## src/rtl/adc_spi_responder_if.sv

```systemverilog
// SPI pin and sample-source signals of the ADC responder.
// The DUT side uses the slave modport; the SPI master / sample source side uses master.
interface adc_spi_responder_if #(
    parameter int unsigned RES_W = 12,
    parameter int unsigned CH_W  = 3
);
    logic             SS_n;
    logic             SCLK;
    logic             MOSI;
    logic             MISO;
    logic             smpl_req;
    logic [CH_W-1:0]  chnnl_req;
    logic [RES_W-1:0] smpl;
    logic             smpl_vld;
    logic             frm_done;

    modport slave (
        input  SS_n, SCLK, MOSI, smpl, smpl_vld,
        output MISO, smpl_req, chnnl_req, frm_done
    );

    modport master (
        output SS_n, SCLK, MOSI, smpl, smpl_vld,
        input  MISO, smpl_req, chnnl_req, frm_done
    );
endinterface

```

## src/rtl/adc_spi_responder.sv

```systemverilog
// SPI responder for an ADC128S-style 16-bit protocol: decodes the channel of each frame,
// requests a sample from a local source and returns it on MISO during the next frame.
module adc_spi_responder #(
    parameter int unsigned FRM_BITS = 16,
    parameter int unsigned RES_W    = 12,
    parameter int unsigned CH_W     = 3,
    parameter int unsigned CH_LSB   = 11
) (
    input  logic                 clk,
    input  logic                 rst_n,
    adc_spi_responder_if.slave   bus
);
    localparam int unsigned CNT_W = $clog2(FRM_BITS + 1);
    localparam int unsigned PAD_W = FRM_BITS - RES_W;

    typedef enum logic [1:0] {
        ST_IDLE  = 2'd0,
        ST_SHIFT = 2'd1,
        ST_REQ   = 2'd2,
        ST_WAIT  = 2'd3
    } state_t;

    // Synchronisers: [0] first flop, [1] synced value, [2] edge-detect history
    logic [2:0]          ss_sync;
    logic [2:0]          sclk_sync;
    logic [1:0]          mosi_sync;
    logic [1:0]          live;
    logic                armed;

    logic                ss_fall;
    logic                ss_rise;
    logic                sclk_rise;
    logic                sclk_fall;

    logic [FRM_BITS-1:0] rx_shft;
    logic [CNT_W-1:0]    bit_cnt;
    logic                frm_full;

    state_t              state, state_d;
    logic [RES_W-1:0]    result, result_d;
    logic [FRM_BITS-1:0] tx_shft, tx_d;
    logic [CH_W-1:0]     chnnl_q, chnnl_d;
    logic                req_q, req_d;
    logic                done_q, done_d;
    logic                miso_q, miso_d;

    // Pin synchronisers; armed stays low until SS_n has been seen high after reset
    always_ff @(posedge clk or negedge rst_n) begin
        if (!rst_n) begin
            ss_sync   <= 3'b111;
            sclk_sync <= 3'b111;
            mosi_sync <= 2'b00;
            live      <= 2'b00;
            armed     <= 1'b0;
        end else begin
            ss_sync   <= {ss_sync[1:0], bus.SS_n};
            sclk_sync <= {sclk_sync[1:0], bus.SCLK};
            mosi_sync <= {mosi_sync[0], bus.MOSI};
            live      <= {live[0], 1'b1};
            armed     <= armed | (live[1] & ss_sync[1]);
        end
    end

    assign ss_fall   = armed & ss_sync[2] & ~ss_sync[1];
    assign ss_rise   = ~ss_sync[2] & ss_sync[1];
    assign sclk_rise = ~sclk_sync[2] & sclk_sync[1];
    assign sclk_fall = sclk_sync[2] & ~sclk_sync[1];
    assign frm_full  = (bit_cnt == CNT_W'(FRM_BITS));

    // Receive shifter and saturating bit counter
    always_ff @(posedge clk or negedge rst_n) begin
        if (!rst_n) begin
            rx_shft <= '0;
            bit_cnt <= '0;
        end else begin
            if (sclk_rise) begin
                rx_shft <= {rx_shft[FRM_BITS-2:0], mosi_sync[1]};
            end
            if (ss_fall) begin
                bit_cnt <= '0;
            end else if (sclk_rise && !frm_full) begin
                bit_cnt <= bit_cnt + CNT_W'(1);
            end
        end
    end

    // State and registered outputs
    always_ff @(posedge clk or negedge rst_n) begin
        if (!rst_n) begin
            state   <= ST_IDLE;
            result  <= '0;
            tx_shft <= '0;
            chnnl_q <= '0;
            req_q   <= 1'b0;
            done_q  <= 1'b0;
            miso_q  <= 1'b0;
        end else begin
            state   <= state_d;
            result  <= result_d;
            tx_shft <= tx_d;
            chnnl_q <= chnnl_d;
            req_q   <= req_d;
            done_q  <= done_d;
            miso_q  <= miso_d;
        end
    end

    // Next state and next register values
    always_comb begin
        state_d  = state;
        result_d = result;
        tx_d     = tx_shft;
        chnnl_d  = chnnl_q;
        req_d    = 1'b0;
        done_d   = 1'b0;

        case (state)
            ST_IDLE: begin
                if (ss_fall) begin
                    tx_d    = {PAD_W'(0), result};
                    state_d = ST_SHIFT;
                end
            end
            ST_SHIFT: begin
                // A fall before the first rise only sets up bit 15, which is already on MISO
                if (sclk_fall && (bit_cnt != '0)) begin
                    tx_d = {tx_shft[FRM_BITS-2:0], 1'b0};
                end
                if (ss_rise) begin
                    if (frm_full) begin
                        chnnl_d = rx_shft[CH_LSB +: CH_W];
                        done_d  = 1'b1;
                        state_d = ST_REQ;
                    end else begin
                        state_d = ST_IDLE;
                    end
                end
            end
            ST_REQ: begin
                req_d = 1'b1;
                if (ss_fall) begin
                    tx_d    = {PAD_W'(0), result};
                    state_d = ST_SHIFT;
                end else begin
                    state_d = ST_WAIT;
                end
            end
            ST_WAIT: begin
                if (bus.smpl_vld) begin
                    result_d = bus.smpl;
                end
                // A new frame abandons the request; a coincident sample still wins
                if (ss_fall) begin
                    tx_d    = {PAD_W'(0), (bus.smpl_vld ? bus.smpl : result)};
                    state_d = ST_SHIFT;
                end else if (bus.smpl_vld) begin
                    state_d = ST_IDLE;
                end
            end
            default: state_d = ST_IDLE;
        endcase

        miso_d = ~ss_sync[1] & tx_d[FRM_BITS-1];
    end

    assign bus.MISO      = miso_q;
    assign bus.smpl_req  = req_q;
    assign bus.chnnl_req = chnnl_q;
    assign bus.frm_done  = done_q;

endmodule

```

## src/flat_wrapper.sv

```systemverilog
// flat-port wrapper written by rule: the top's interface ports become plain ports
module adc_spi_responder_flat 
#(
    parameter int unsigned FRM_BITS = 16,
    parameter int unsigned RES_W    = 12,
    parameter int unsigned CH_W     = 3,
    parameter int unsigned CH_LSB   = 11
)
  (clk, rst_n, bus_SS_n, bus_SCLK, bus_MOSI, bus_smpl, bus_smpl_vld, bus_MISO, bus_smpl_req, bus_chnnl_req, bus_frm_done);
  adc_spi_responder_if #(.RES_W(RES_W), .CH_W(CH_W)) bus_i ();
  input  logic clk;
  input  logic rst_n;
  input wire logic [$bits(bus_i.SS_n)-1:0] bus_SS_n;
  input wire logic [$bits(bus_i.SCLK)-1:0] bus_SCLK;
  input wire logic [$bits(bus_i.MOSI)-1:0] bus_MOSI;
  input wire logic [$bits(bus_i.smpl)-1:0] bus_smpl;
  input wire logic [$bits(bus_i.smpl_vld)-1:0] bus_smpl_vld;
  output wire logic [$bits(bus_i.MISO)-1:0] bus_MISO;
  output wire logic [$bits(bus_i.smpl_req)-1:0] bus_smpl_req;
  output wire logic [$bits(bus_i.chnnl_req)-1:0] bus_chnnl_req;
  output wire logic [$bits(bus_i.frm_done)-1:0] bus_frm_done;
  assign bus_i.SS_n = bus_SS_n;
  assign bus_i.SCLK = bus_SCLK;
  assign bus_i.MOSI = bus_MOSI;
  assign bus_i.smpl = bus_smpl;
  assign bus_i.smpl_vld = bus_smpl_vld;
  assign bus_MISO = bus_i.MISO;
  assign bus_smpl_req = bus_i.smpl_req;
  assign bus_chnnl_req = bus_i.chnnl_req;
  assign bus_frm_done = bus_i.frm_done;
  adc_spi_responder #(.FRM_BITS(FRM_BITS), .RES_W(RES_W), .CH_W(CH_W), .CH_LSB(CH_LSB)) u_core (.clk(clk), .rst_n(rst_n), .bus(bus_i));
endmodule
```

## config.mk

```make
export PLATFORM = sky130hd
export DESIGN_NAME = adc_spi_responder_flat
export DESIGN_NICKNAME = d
export VERILOG_FILES = /design/src/rtl/adc_spi_responder_if.sv /design/src/rtl/adc_spi_responder.sv /design/src/flat_wrapper.sv
export SDC_FILE = /design/constraint.sdc
export NUM_CORES = 1
export LEC_CHECK = 0
export BUFFER_PORTS_ARGS = -buffer_cell sky130_fd_sc_hd__buf_2
export CORE_MARGIN = 5
export CORE_UTILIZATION = 58
export DETAILED_ROUTE_END_ITERATION = 8
export PLACE_DENSITY = 0.78
export SETUP_SLACK_MARGIN = 0.5
export SYNTH_ARGS = -nofsm -noshare
export SYNTH_HDL_FRONTEND = slang
export SYNTH_SLANG_ARGS = --single-unit
```

## constraint.sdc

```tcl
create_clock -name clk -period 3.1 [get_ports clk]
set_input_delay 0 -clock clk [delete_from_list [all_inputs] [get_ports clk]]
set_output_delay 0 -clock clk [all_outputs]
set_load 0.05 [all_outputs]
```

==> results of run 1 <==
## worst max-delay path, cell delays in order (launching register included)
cell	delay [ns]
dfrtp_1	0.68
and2_1	0.49
nand2_1	0.42
mux2_2	0.40
## timing repair
item                                   in CTS  in global routing
hold buffers                               16                  0
endpoints found under the hold margin      49                  0
gates resized for setup                     0                  0
## layout by cell type (no fill, tap or decap), types with 3 or more instances in the layout
cell,instances
dfrtp_1,60
mux2_2,26
a22oi_1,11
buf_2,23
nor2_1,5
inv_1,5
nand2_1,4
dfstp_2,6
xor2_1,3
a22o_1,15
nor2b_1,14
clkbuf_8,9
a21oi_1,16
mux2_4,3
o21ai_0,12
dlygate4sd3_1,16
## final cells by class
class                   instances  area, um^2  share of cell area, %
clock inverters                 7        77.6                   2.37
multi-input cells             132        1040                   31.7
repair buffers                 41         290                   8.87
well taps                      54        67.6                   2.06
clock buffers                   9         124                   3.78
flip-flops and latches         66        1660                   50.7
inverters                       5        18.8                  0.573
## worst max path at each step
stage / start / cells past startpoint / end
6_report: u_core.state[0]$_DFFE_PN0P_ / 3 / u_core.result[1]$_DFFE_PN0P_
5_1_grt: u_core.state[0]$_DFFE_PN0P_ / 3 / u_core.result[4]$_DFFE_PN0P_
4_1_cts: u_core.state[0]$_DFFE_PN0P_ / 3 / u_core.result[1]$_DFFE_PN0P_
3_5_place_dp: u_core.state[0]$_DFFE_PN0P_ / 3 / u_core.result[10]$_DFFE_PN0P_
3_3_place_gp: u_core.state[0]$_DFFE_PN0P_ / 3 / u_core.result[0]$_DFFE_PN0P_
2_1_floorplan: u_core.bit_cnt[0]$_DFFE_PN0P_ / 6 / u_core.bus.chnnl_req[0]$_DFFE_PN0P_
## where the power goes
group / leakage, nW / switching [mW] / internal (mW) / total (mW)
clock: 0.100 / 0.356 / 0.378 / 0.734
combinational: 0.573 / 0.143 / 0.201 / 0.344
sequential: 0.834 / 0.115 / 1.05 / 1.16
## state kept, by name (all words and copies together) (netlist names)
signal,cells
u_core.tx_shft,16
u_core.rx_shft,14
u_core.result,12
u_core.bit_cnt,5
u_core.bus.chnnl_req,3
u_core.sclk_sync,3
u_core.ss_sync,3
u_core.live,2
u_core.mosi_sync,2
u_core.state,2
u_core.armed,1
u_core.bus.MISO,1
u_core.bus.frm_done,1
u_core.bus.smpl_req,1
## metal layers
layer | part of all wire, % | GRT usage, % | vias up
met1 | 48 | 24.7 | 862
li1 | - | - | 848
met2 | 45 | 24.8 | 37
met4 | 2.5 | 9.28 | 0
met3 | 4.6 | 5.44 | 11
met5 | 0 | 0 | -
## cell families (layout without fill, tap and decap cells)
family                   count (synthesis)  in the layout  share of synthesized area, %
flip-flops                              66             66                          59.8
AO/OA/AOI/OAI                           58             58                          14.0
AND/OR/NAND/NOR                         37             37                          8.52
multiplexers                            30             30                          12.5
buffers and inverters                   18             62                          2.84
XOR/XNOR                                 4              4                          1.26
adder cells (fa/ha/maj)                  2              2                         0.902
other                                    1              1                         0.135
==> flow_summary.ini, run 1 <==
[die]
rows = 25
start_util_pct = 59.1
ios = 24
dieArea_mm2 = 0.00627
core_area_mm2 = 0.00469
die_h_um = 79.2
fp.dieW_um = 79.2

[yosys]
ys_top_cells_by_count = dfrtp_1, mux2_2, a21oi_1, a22o_1, nor2b_1
syn-mean-instance-area_um2 = 12.8
synth_most_common_cell = dfrtp_1
synth_edf_count = 0
ys_seq_area_share_pct = 59.8
synth_flop_cell = dfrtp_1
ys_warn_count = 0
yosysTopAreaCellShare_pct = 54.1
ys_async_sr_fraction_pct = 100
syn_nets = 236
post_synth_instance_area_mm2 = 0.00278
synthCells = 216
synth_seq_cells = 66
synth_top_cell_by_area = dfrtp_1
ys_top_cells_by_area = dfrtp_1, mux2_2, dfstp_2, a22o_1, nor2b_1
synth_cell_types = 34

[route]
viasPerCell = 5.60
num_vias = 1758
avgRoutedWirePerCell_um = 15.3
post-route-drc-count = 0
drt-pass1-iter-count = 4
wl_um = 4790
initialDrtViolationCount = 129
antenna_left = 0

[power]
leakagePower_nw = 1.51
finalPower_mw = 2.24
peakVddDrop_uv = 425
power_density_mw_per_mm2 = 684

[placed_design]
numPortBuffers = 23
place_inst = 282
hpwlAfterDp_um = 3020
gp_congestion = 0.731
postPlaceCellArea_mm2 = 0.00291
pre_cts_ws_ns = 0.972

[timing]
post-route-min-period_ns = 2.12
setup_ws_ns = 0.984
holdWs_ns = 0.270
grt_setup_unrepaired = no
fin_skew_ns = 0.00853
worst_pin_slew_ns = 0.789
hold_viol_final = 0
relSlewSlack_pct = 47.4
timing.fmax_mhz = 473
finalSetupViolCount = 0
drv_slew = 0
period_share_pct = 68.3
fin_setup_tns_ns = 0

[outcome]
status = completed

[global_routing]
antenna_found_initial = 0
grt_overflow = 0
grt_pass1_vias = 1709
globalRouteTotalUtil_pct = 17.7
grt_pass1_wl_um = 8360
grt_start_max_net_pins = 39

[worst_setup_path]
critPathArrivalTime_ns = 2.35
criticalPathCategory = reg2reg
setup.worst_path.start_class = flop
r2r-end = u_core.result[1]$_DFFE_PN0P_
regToRegStartpoint = u_core.state[0]$_DFFE_PN0P_
cp_max_fo = 16
regToRegSetupSlack_ns = 0.98
cp-end-kind = flop
critPathRequiredTime_ns = 3.33
reg2reg_depth = 3

[final_layout]
layout-drive-gt1-share_pct = 30.8
final_cell_area_mm2 = 0.00327
num_antenna_cells = 0
fin_nets = 275
area_delta_synth_final_pct = 18.0
fill_cells = 334
layoutNonFillerInstCount = 314
fin_util_pct = 69.8

[cts]
clock-sinks = 66
clkLatencyLatePin_ns = 0.35
clk_transition_reported_paths_ns = 0.08
cts_tree = yes
cts-root-buf = clkbuf_8
cts_max_path_buffers = 2
cts_buffers = 9
postCtsSetupBuffers = 0
h-tree-depth = 3

[worst_hold_path]
min_path_type = in2async

[flow_run]
drv_cap = 0
Note: power is estimated with default switching activity, not from simulation.
==> inputs of run 2 (changes only) <==
clock period = 2.2 ns   (was 3.1 ns; I/O delays follow)
==> flow_summary.ini, run 2 (synthesis gave the netlist of run 1 again) <==
[global_routing]
grt_pass1_wl_um = 8540
use_met2_pct = 25.7
grt-busiest-layer = met2
antenna_found_initial = 0
grt_util_met1_pct = 25.5
grt_pass1_vias = 1764
use_met3_pct = 4.42
globalRouteTotalUtil_pct = 17.7
grt_start_max_net_pins = 35
grt_overflow = 0

[route]
avgRoutedWirePerCell_um = 15.4
num_vias = 1782
drt-pass1-iter-count = 4
wl_um = 4990
post-route-drc-count = 0
antenna_left = 0
viasPerCell = 5.48
initialDrtViolationCount = 136

[cts]
cts_buffers = 9
cts_max_path_buffers = 2
clkLatencyLatePin_ns = 0.33
clk_transition_reported_paths_ns = 0.07
cts-root-buf = clkbuf_8
clock-sinks = 66
h-tree-depth = 3
cts_tree = yes

[flow_run]
drv_cap = 0

[timing]
finalSetupViolCount = 0
timing.fmax_mhz = 596
worst_pin_slew_ns = 0.744
period_share_pct = 76.3
setup_ws_ns = 0.521
drv_slew = 0
fin_setup_tns_ns = 0
fin_skew_ns = 0.00620
grt_setup_unrepaired = yes
hold_viol_final = 0
relSlewSlack_pct = 50.4
post-route-min-period_ns = 1.68

[power]
p_int_mw = 2.69
leakagePower_nw = 1.60
peakVddDrop_uv = 584
p_clk_share_pct = 37.7
power_density_mw_per_mm2 = 1020
finalPower_mw = 3.54
seq_power_share_pct = 45.8
p_sw_mw = 0.852
switching_share_pct = 24.1
pwr-share-comb_pct = 16.5

[placed_design]
hpwlAfterDp_um = 2960
numPortBuffers = 23
gp_congestion = 0.832
postPlaceCellArea_mm2 = 0.00295
pre_cts_ws_ns = 0.339

[worst_setup_path]
critPathArrivalTime_ns = 1.92
cp-end-kind = flop
criticalPathCategory = reg2reg
crit_family = flip-flops
reg2reg_depth = 7
slowest_stage = dfrtp_1
path_cells = inv_1, ha_2, nor4b_4, buf_4, nor2_4, mux2i_2, a211oi_2
cp_num_buf_inv = 2
setup.worst_path.start_class = flop
cp_max_fo = 8
critPathMaxStageDelay_ns = 0.41
critPathRequiredTime_ns = 2.44
crit_cells = 7

[die]
fp.dieW_um = 79.2
ios = 24
dieArea_mm2 = 0.00627
die_h_um = 79.2
core_area_mm2 = 0.00469
start_util_pct = 59.1
rows = 25

[final_layout]
final_cell_mix = dfrtp_1, mux2_2, buf_2
layout-drive-gt1-share_pct = 36.5
reg_top3 = u_core.tx_shft (16), u_core.rx_shft (14), u_core.result (12)
area_delta_synth_final_pct = 25.2
num_antenna_cells = 0
fin_nets = 286
final_common_cell = dfrtp_1
final_cell_area_mm2 = 0.00347
largest-register = u_core.tx_shft
largest_reg_flops = 16

[worst_hold_path]
min_path_type = in2async

[outcome]
status = completed
## run 2: changes by cell type in the layout (fill, tap and decap cells not counted), sizes merged
cell	previous run	this run
buf	25	35
nor2	6	7
clkbuf	9	10
clkinv	3	0
bufinv	1	4
inv	7	6
## run 2: area by class of cell
class | instances | area [um^2]
Timing Repair Buffer | 51 | 378
Sequential cell | 66 | 1660
Inverter | 5 | 18.8
Multi-Input combinational cell | 133 | 1090
Fill cell | 296 | 1220
Clock buffer | 10 | 128
Tap cell | 54 | 67.6
Clock inverter | 6 | 136
## run 2: power by group through the flow
| stage | registers (mW) | logic [mW] | clock network, mW |
|---|---|---|---|
| 2_1_floorplan | 1.60 | 0.377 | 0 |
| 3_3_place_gp | 1.63 | 0.466 | 0 |
| 3_5_place_dp | 1.64 | 0.483 | 0 |
| 4_1_cts | 1.62 | 0.526 | 1.35 |
| 5_1_grt | 1.65 | 0.655 | 1.41 |
| 6_report | 1.62 | 0.584 | 1.33 |
## run 2: worst paths after layout
| check | from | to | slack [ns] |
|---|---|---|---|
| min | rst_n | u_core.bus.chnnl_req[1]$_DFFE_PN0P_ | 0.27 |
| min reg2reg | u_core.mosi_sync[0]$_DFF_PN0_ | u_core.mosi_sync[1]$_DFF_PN0_ | 0.36 |
| max in group asynchronous | rst_n | u_core.sclk_sync[2]$_DFF_PN1_ | 1.24 |
| min in group clk | bus_SCLK | u_core.sclk_sync[0]$_DFF_PN1_ | 0.30 |
| max | u_core.bit_cnt[0]$_DFFE_PN0P_ | u_core.bus.MISO$_DFF_PN0_ | 0.52 |
| max reg2reg | u_core.bit_cnt[0]$_DFFE_PN0P_ | u_core.bus.MISO$_DFF_PN0_ | 0.52 |
## run 2: timing repair
| item | in CTS | in global routing |
|---|---|---|
| hold buffers | 16 | 0 |
| pin swaps | 1 | 1 |
| setup endpoints to repair | 20 | 29 |
| hold endpoints to repair | 43 | 0 |
| gates cloned | 0 | 1 |
| resized for setup | 5 | 7 |
| setup buffers | 1 | 6 |
## run 2: metrics by stage
step,instances,hold WS (ns),util [%]
after floorplan,216,-0.296,-
after global placement,285,0.110,62.8
after detailed placement,285,0.109,62.8
after CTS,318,0.292,72.5
after global routing,325,0.315,74.0
final,325,0.271,74.0
## run 2: metal layers
layer  vias to the layer above  part of all wire (%)
li1                        873                     -
met2                        32                    47
met1                       869                    48
met3                         8                   3.8
met4                         0                   1.8
met5                         -                     0
## run 2: worst reg2reg max path: stages, from the launching register on
cell	delay [ns]
dfrtp_1	0.41
inv_1	0.08
ha_2	0.18
nor4b_4	0.28
buf_4	0.19
nor2_4	0.06
mux2i_2	0.18
a211oi_2	0.23
==> inputs of run 3 (changes only) <==
CORE_UTILIZATION = 53   (was 58)
PLACE_DENSITY = 0.75   (was 0.78)
clock period = 1.4 ns   (was 2.2 ns; I/O delays follow)
==> flow_summary.ini, run 3 (synthesis gave the netlist of run 1 again) <==
[cts]
clkLatencyLatePin_ns = 0.35
cts_tree = yes
cts-root-buf = clkbuf_8
cts_max_path_buffers = 2
h-tree-depth = 3
clock-sinks = 66
cts_buffers = 9
clk_transition_reported_paths_ns = 0.08

[route]
drt-pass1-iter-count = 4
wl_um = 5950
num_vias = 1921
post-route-drc-count = 0
avgRoutedWirePerCell_um = 16.4
antenna_left = 0
initialDrtViolationCount = 43
viasPerCell = 5.28

[final_layout]
final_cell_mix = dfrtp_1, mux2_4, buf_6
multi_input_comb_area_mm2 = 0.00130
largest_reg_flops = 16
final_common_cell = dfrtp_1
regArea_mm2 = 0.00166
fill_cells = 312
largest-register = u_core.tx_shft
layout-drive-gt1-share_pct = 47.3
fin_nets = 309
reg_top3 = u_core.tx_shft (16), u_core.rx_shft (14), u_core.result (12)
area_delta_synth_final_pct = 41.3
num_antenna_cells = 0

[global_routing]
grt_pass1_wl_um = 9670
globalRouteTotalUtil_pct = 19.6
grt_start_max_net_pins = 67
antenna_found_initial = 0
grt_pass1_vias = 1984
grt_overflow = 0

[die]
fp.dieW_um = 82.4
rows = 26
ios = 24
dieArea_mm2 = 0.00678
die_h_um = 82.4
start_util_pct = 54.3
core_area_mm2 = 0.00511

[timing]
fin_skew_ns = 0.0104
post-route-min-period_ns = 1.63
grt_setup_unrepaired = yes
period_share_pct = 116
timing.fmax_mhz = 615
drv_slew = 0
setup_ws_ns = -0.226
holdWs_ns = 0.182
hold_viol_final = 0
finalSetupViolCount = 25

[worst_setup_path]
critPathRequiredTime_ns = 1.63
criticalPathCategory = reg2reg
critPathArrivalTime_ns = 1.85
regToRegStartpoint = u_core.bit_cnt[1]$_DFFE_PN0P_
setup.worst_path.start_class = flop
cp-end-kind = flop
startpoint = u_core.bit_cnt[1]$_DFFE_PN0P_
cp_max_fo = 5

[placed_design]
gp_congestion = 0.726
pre_cts_ws_ns = -0.220
hpwlAfterDp_um = 3230
numPortBuffers = 23

[outcome]
violations = negative setup slack
status = finished, violations left

[power]
power_density_mw_per_mm2 = 1370
peakVddDrop_uv = 855
leakagePower_nw = 1.81

[flow_run]
drv_cap = 0

[worst_hold_path]
min_path_type = in2async
-- run 3: cell count changes in the layout (fill, tap and decap cells not counted), sizes merged --
cell,change
and2,+1
buf,+22
bufinv,-4
clkbuf,+2
clkinv,+1
clkinvlp,+2
inv,-1
nand2,+1
nor2,-1
-- run 3: repair_timing --
action | CTS | global route
gates resized for setup | 58 | 10
setup buffers | 10 | 4
pin swaps | 11 | 9
hold buffers | 16 | 0
cloned | 3 | 0
endpoints found under the setup margin | 60 | 59
hold endpoints to repair | 81 | 0
-- run 3: critical path, stage by stage, from the launching register on --
cell and delay, ns:
dfrtp_1 0.39, inv_1 0.07, ha_2 0.19, nand4bb_1 0.14, or3_4 0.41, mux2_4 0.31
-- run 3: final timing paths --
path / to / slack, ns / cells after the start
worst max register to register: u_core.bus.chnnl_req[2]$_DFFE_PN0P_ / -0.23 / 5
max in group asynchronous: u_core.sclk_sync[1]$_DFF_PN1_ / 0.90 / 3
min in group clk: u_core.result[1]$_DFFE_PN0P_ / 0.28 / 4
worst min register to register: u_core.ss_sync[1]$_DFF_PN1_ / 0.34 / 0
worst max-delay path: u_core.bus.chnnl_req[2]$_DFFE_PN0P_ / -0.23 / 5
worst min-delay path: u_core.bit_cnt[3]$_DFFE_PN0P_ / 0.18 / 3
-- run 3: final cells by class --
cell class	instances	share of cell area, %
clock buffers	12	3.70
clock inverters	4	0.702
inverters	5	0.479
multi-input cells	134	33.1
flip-flops and latches	66	42.4
well taps	70	2.23
repair buffers	73	17.5
-- run 3: metrics by stage --
step                utilization, %  instances  TNS (ns)  power [mW]  instance area (um^2)
floorplan                        -        216     -2.31        3.28                  2940
global placement              63.2        315     -3.12        3.57                  3230
detailed placement            63.2        315     -3.49        3.61                  3230
CTS                           75.4        360     -3.18        5.33                  3850
global route                  76.8        364     -6.16        5.64                  3920
finish                        76.8        364     -4.13        5.37                  3920
-- run 3: power by group --
group	total, mW	internal [mW]	switching (mW)	leakage [nW]
clock	1.41	0.688	0.720	0.0786
sequential	2.64	2.32	0.319	0.833
combinational	1.33	0.861	0.465	0.898
-- run 3: routing by layer --
| layer | share of wire (%) | GRT usage, % | vias up |
|---|---|---|---|
| li1 | - | - | 918 |
| met1 | 43 | 24.0 | 959 |
| met2 | 52 | 32.5 | 32 |
| met3 | 3.7 | 6.51 | 12 |
| met4 | 1.8 | 6.81 | 0 |
| met5 | 0 | 0 | - |
